--- src/rtl/sdes_crypt_core.sv ---
// sdes_crypt_core: iterative S-DES block encrypt/decrypt data path (IP, fk(Ka), SW, fk(Kb), IP^-1)
// Ports: i_clk, i_rst_n (async active-low); input block i_valid/o_ready/i_mode/i_data/i_k1/i_k2;
//        result o_valid/i_ready/o_data; o_blk_cnt (output handshake count) when SDES_BLK_CNT_EN is defined.
// SBOX_REG=1 registers the P4 output so each fk round takes two cycles.
module sdes_crypt_core #(
  parameter int SBOX_REG = 0
) (
  input  logic        i_clk,
  input  logic        i_rst_n,
  input  logic        i_valid,
  output logic        o_ready,
  input  logic        i_mode,
  input  logic [7:0]  i_data,
  input  logic [7:0]  i_k1,
  input  logic [7:0]  i_k2,
  output logic        o_valid,
  input  logic        i_ready,
  output logic [7:0]  o_data
`ifdef SDES_BLK_CNT_EN
  ,
  output logic [15:0] o_blk_cnt
`endif
);
  localparam logic [2:0] IDLE = 3'd0, R1 = 3'd1, R1S = 3'd2, R2 = 3'd3, R2S = 3'd4, DONE = 3'd5;
  localparam logic [2:0] R1_END = (SBOX_REG != 0) ? R1S : R1;
  localparam logic [2:0] R2_END = (SBOX_REG != 0) ? R2S : R2;
  // S-box tables: entry {row,col} occupies bits [2*idx+1 : 2*idx]
  localparam logic [31:0] S0_TAB = 32'hB7D81BB1;
  localparam logic [31:0] S1_TAB = 32'hC613D2E4;
  function automatic logic [1:0] sbox(input logic [31:0] t, input logic [3:0] n);
    return t[{n[3], n[0], n[2], n[1], 1'b0} +: 2];
  endfunction
  function automatic logic [7:0] ip(input logic [7:0] x);
    return {x[6], x[2], x[5], x[7], x[4], x[0], x[3], x[1]};
  endfunction
  function automatic logic [7:0] ip_inv(input logic [7:0] x);
    return {x[4], x[7], x[5], x[3], x[1], x[6], x[0], x[2]};
  endfunction
  logic [2:0] r_state, w_next;
  logic [7:0] r_blk, r_ka, r_kb, r_data;
  logic [3:0] r_p4;
  logic       r_valid;
  logic [7:0] w_ep;
  logic [3:0] w_p4, w_f, w_l;
  logic [1:0] w_s0, w_s1;
  logic       w_acc, w_out_hs;
  assign o_ready  = i_rst_n & (r_state == IDLE | (r_state == DONE & i_ready));
  assign o_valid  = r_valid;
  assign o_data   = r_data;
  assign w_acc    = i_valid & o_ready;
  assign w_out_hs = r_valid & i_ready;
  assign w_ep = {r_blk[0], r_blk[3], r_blk[2], r_blk[1], r_blk[2], r_blk[1], r_blk[0], r_blk[3]}
              ^ ((r_state == R1 || r_state == R1S) ? r_ka : r_kb);
  assign w_s0 = sbox(S0_TAB, w_ep[7:4]);
  assign w_s1 = sbox(S1_TAB, w_ep[3:0]);
  assign w_p4 = {w_s0[0], w_s1[0], w_s1[1], w_s0[1]};
  assign w_f  = (SBOX_REG != 0) ? r_p4 : w_p4;
  assign w_l  = r_blk[7:4] ^ w_f;
  always_comb begin
    case (r_state)
      IDLE:    w_next = w_acc ? R1 : IDLE;
      R1:      w_next = (SBOX_REG != 0) ? R1S : R2;
      R1S:     w_next = R2;
      R2:      w_next = (SBOX_REG != 0) ? R2S : DONE;
      R2S:     w_next = DONE;
      DONE:    w_next = w_out_hs ? (w_acc ? R1 : IDLE) : DONE;
      default: w_next = IDLE;
    endcase
  end
  always_ff @(posedge i_clk or negedge i_rst_n) begin
    if (!i_rst_n) begin
      r_state <= IDLE;
      r_blk   <= '0;
      r_ka    <= '0;
      r_kb    <= '0;
      r_p4    <= '0;
      r_data  <= '0;
      r_valid <= 1'b0;
    end else begin
      r_state <= w_next;
      r_valid <= (r_state == R2_END) | (r_valid & ~i_ready);
      if (w_acc) begin
        r_blk <= ip(i_data);
        r_ka  <= i_mode ? i_k2 : i_k1;
        r_kb  <= i_mode ? i_k1 : i_k2;
      end
      if (r_state == R1 || r_state == R2) r_p4 <= w_p4;
      if (r_state == R1_END) r_blk <= {r_blk[3:0], w_l};
      if (r_state == R2_END) r_data <= ip_inv({w_l, r_blk[3:0]});
    end
  end
`ifdef SDES_BLK_CNT_EN
  logic [15:0] r_cnt;
  always_ff @(posedge i_clk or negedge i_rst_n) begin
    if (!i_rst_n) r_cnt <= '0;
    else if (w_out_hs) r_cnt <= r_cnt + 16'd1;
  end
  assign o_blk_cnt = r_cnt;
`endif
endmodule

--- config.mk ---
export PLATFORM = sky130hd
export DESIGN_NAME = sdes_crypt_core
export DESIGN_NICKNAME = d
export VERILOG_FILES = /design/src/rtl/sdes_crypt_core.sv
export SDC_FILE = /design/constraint.sdc
export NUM_CORES = 1
export LEC_CHECK = 0
export CAP_MARGIN = 20
export CORE_ASPECT_RATIO = 2
export CORE_UTILIZATION = 50
export CTS_BUF_LIST = sky130_fd_sc_hd__clkbuf_16
export CTS_CLUSTER_DIAMETER = 150
export DETAILED_ROUTE_END_ITERATION = 6
export DONT_BUFFER_PORTS = 1
export GPL_TIMING_DRIVEN = 0
export PLACE_DENSITY = 0.64
export SLEW_MARGIN = 0
export SYNTH_ARGS = -nofsm -noshare
export SYNTH_HDL_FRONTEND = slang
export SYNTH_SLANG_ARGS = --single-unit
export TNS_END_PERCENT = 1
--- constraint.sdc ---
create_clock -name i_clk -period 3 [get_ports i_clk]
set_input_delay 0.6 -clock i_clk [delete_from_list [all_inputs] [get_ports i_clk]]
set_output_delay 0.6 -clock i_clk [all_outputs]
set_load 0.01 [all_outputs]
==> impl_results.md <==
* Slowest stage cell, crit path: dfrtp_1
* Worst-margin pin slew at 0.731 ns
* Ys flop type: dfrtp_1
* Post-synth ARST share at 100%
* Met2 Use GR at 41.3%
* First-pass GRT wire length at 7.15 mm
* Crit share post-route at 80.1%
* Post-CTS sizing at 0
* Clock Path Buffers at 2
* P&R area growth vs syn at 9.49%
* Starting DRT DRC Count at 57
* Inst Count DP at 272
* Internal power at 0.00173 W
* Slew Limit Fails at 0
* Drc violations at 0
* GRT met1 Usage at 23.5%
* Post-synthesis average cell area at 9.65 um^2
* HPWL after detailed placement at 3.47 mm
* Hold WC Path Type: in -> async
* Area after DPL at 0.00219 mm^2
* Hold buffer count at cts at 0
* Max-slew headroom at 51.2%
* FF+latch count, synth at 36
* RSZ-0062 raised after global routing: false
* Register area share after synthesis at 42.4%
* Die width at 48.1 um
* Core Box Area at 0.00409 mm^2
* Design Area, Final at 0.00232 mm^2
* DR WL/cell at 16.1 um
* H-Tree Level Count at 2
* # Post-CTS Setup Buffers at 0
* Gr usage total at 22.2%
* Comb power frac at 52.8%
* Die H at 94.2 um
* Cell variety after synth at 48
* Most common cell after layout, fill and taps aside: dfrtp_1
* Pwr per Cell Area at 1280 mW/mm^2
* I/O pin count at 39
* Congestion Overflow GR at 0
* Starting Density at 51.9%
* Max Freq at 0.416 GHz
* Layout cells sized above 1 at 11.4%
* Fin cells at 280
* Startpoint types: register
* Initial antenna violation count at 0
* GR peak layer: met2
* Worst endpoint required time at 3.14 ns
* Tmin final at 2.40 ns
* Via count at 1638
* Leak at 1.05 nW
* Clock-pin slew on the worst setup and hold paths at 0.05 ns
* CP cell instances: buf_6, xor2_4, and3_2, or3_1, nand2_1, ha_1, and3_1, a31oi_1, xnor2_1, a21oi_1
* R2R cell count at 10
* R2R setup slack at 0.60 ns
* Final Hold Slack at 0.0205 ns
* Biggest fanout along the worst timing path at 10
* Critical path class: reg -> reg
* # rows at 33
* Mapped Cells at 220
* Placement Setup Slack at 0.592 ns
* Sw Ratio at 42.1%
* DR vias/cell at 5.85
* Number of synthesized flops with an enable pin at 0
* Skew-Pair Late Insertion Delay at 0.27 ns
* Layout Skew at 0.00227 ns
* Reg2reg end: r_blk[1]
* Status: finished clean
* Peak VDD IR at 0.559 mV
* Commonest cells after routing, fill and taps aside: dfrtp_1 (36), nand2_1 (33), o21ai_0 (28), mux2i_1 (20), nor2b_1 (12)
* Nets at 257
* Critical Path Sink Type: register
* Clock power share at 15.9%
* Total Routed Length at 4.50 mm
* Post-route ant nets at 0
* Largest net degree at the start of global routing at 38
* Synth Warn # at 0
* P_sw at 0.00126 W
* Final WS setup at 0.596 ns
* Cell Area, Synth at 0.00212 mm^2
* R2r startpoint: r_state[0]
* Setup Viol. Count Final at 0
* Largest stage delay, worst path at 0.37 ns
* Synthesized netlist net count at 250
* RePlAce Congestion at 0.801
* Clock tree sinks at 36
* Final hold vios at 0
* Max-cap violation count at 0
* Full die area at 0.00453 mm^2
* WP data arrival at 2.54 ns
* Vias in the first global route at 1590
* ANT cells at 0
* TritonCTS clock tree: yes
* M3 GR Usage at 3.46%
* CTS root buf: clkbuf_16
* Total CTS buffers at 5
* Port Buffers at 0
* DRT Pass-1 Iters at 4
* Fin Setup TNS at 0 ns
* Seq pwr share at 31.2%
-- layer usage --
layer	wire length (um)	vias to the layer above
li1	-	803
met1	1740	782
met2	2550	45
met3	146	8
met4	62	0
met5	0	-
-- critical path, delay by kind of cell, from the launching register on --
kind	cells	cell delay [ns]
and+or+nand+nor	4	0.84
xor gates and xnor gates	2	0.39
DFF	1	0.37
AOI/OAI and AO/OA	2	0.28
adders and majority gates	1	0.23
buffers and inverters	1	0.15
-- power groups by stage --
| stage | clock network, W | registers, W | logic (W) |
|---|---|---|---|
| after floorplan | 0 | 0.000883 | 0.00130 |
| after global placement | 0 | 0.000932 | 0.00151 |
| after detailed placement | 0 | 0.000945 | 0.00156 |
| after CTS | 0.000487 | 0.000937 | 0.00158 |
| after global routing | 0.000501 | 0.000976 | 0.00178 |
| final | 0.000475 | 0.000932 | 0.00158 |
-- stage by stage --
stage	power, W	utilization [%]
floorplan	0.00219	-
global placement	0.00244	53.5
detailed placement	0.00251	53.5
CTS	0.00300	56.9
global route	0.00325	56.9
finish	0.00298	56.9
-- synth_stat cells, types with 3 or more instances --
cell | instances | area (um^2)
nand2_1 | 33 | 124
o22ai_1 | 3 | 18.8
clkbuf_1 | 8 | 30.0
nand3b_1 | 4 | 30.0
mux2_2 | 8 | 90.1
nor2b_1 | 12 | 75.1
buf_2 | 3 | 15.0
dfrtp_1 | 36 | 901
nand4_1 | 3 | 18.8
o21ai_0 | 28 | 140
o211ai_1 | 5 | 37.5
a21oi_1 | 4 | 20.0
or3_1 | 3 | 18.8
nor2_1 | 4 | 15.0
mux2i_1 | 20 | 200
nand3_1 | 4 | 20.0
-- logic make-up after synthesis --
family	share of synthesized area, %
AND/OR/NAND/NOR	19.7
AO/OA/AOI/OAI	16.4
flip-flops	42.4
multiplexers	13.7
buffers and inverters	3.36
XOR/XNOR	3.83
adder cells (fa/ha/maj)	0.589
-- how the worst max path moves through the flow --
stage                     slack [ns]       end  startpoint
after floorplan                 0.77  r_blk[1]  r_state[0]
final                           0.60  r_blk[1]  r_state[0]
after CTS                       0.58  r_blk[1]  r_state[0]
after detailed placement        0.59  r_blk[1]  r_state[0]
after global routing            0.39  r_blk[1]  r_state[0]
after global placement          0.61  r_blk[1]  r_state[0]
-- flip-flops by register name, summed over array words and instances (netlist names) --
register	cells
o_valid	1
r_kb	8
r_state	3
o_data	8
r_blk	8
r_ka	8
-- cell type report --
class	instances	area [um^2]
tap	52	65.1
multi-input combinational	169	1150
clock buffer	5	125
inverter	2	7.51
clock inverter	3	11.3
buffer	13	63.8
sequential	36	901
fill	352	1760
(Power assumes the default switching activity.)
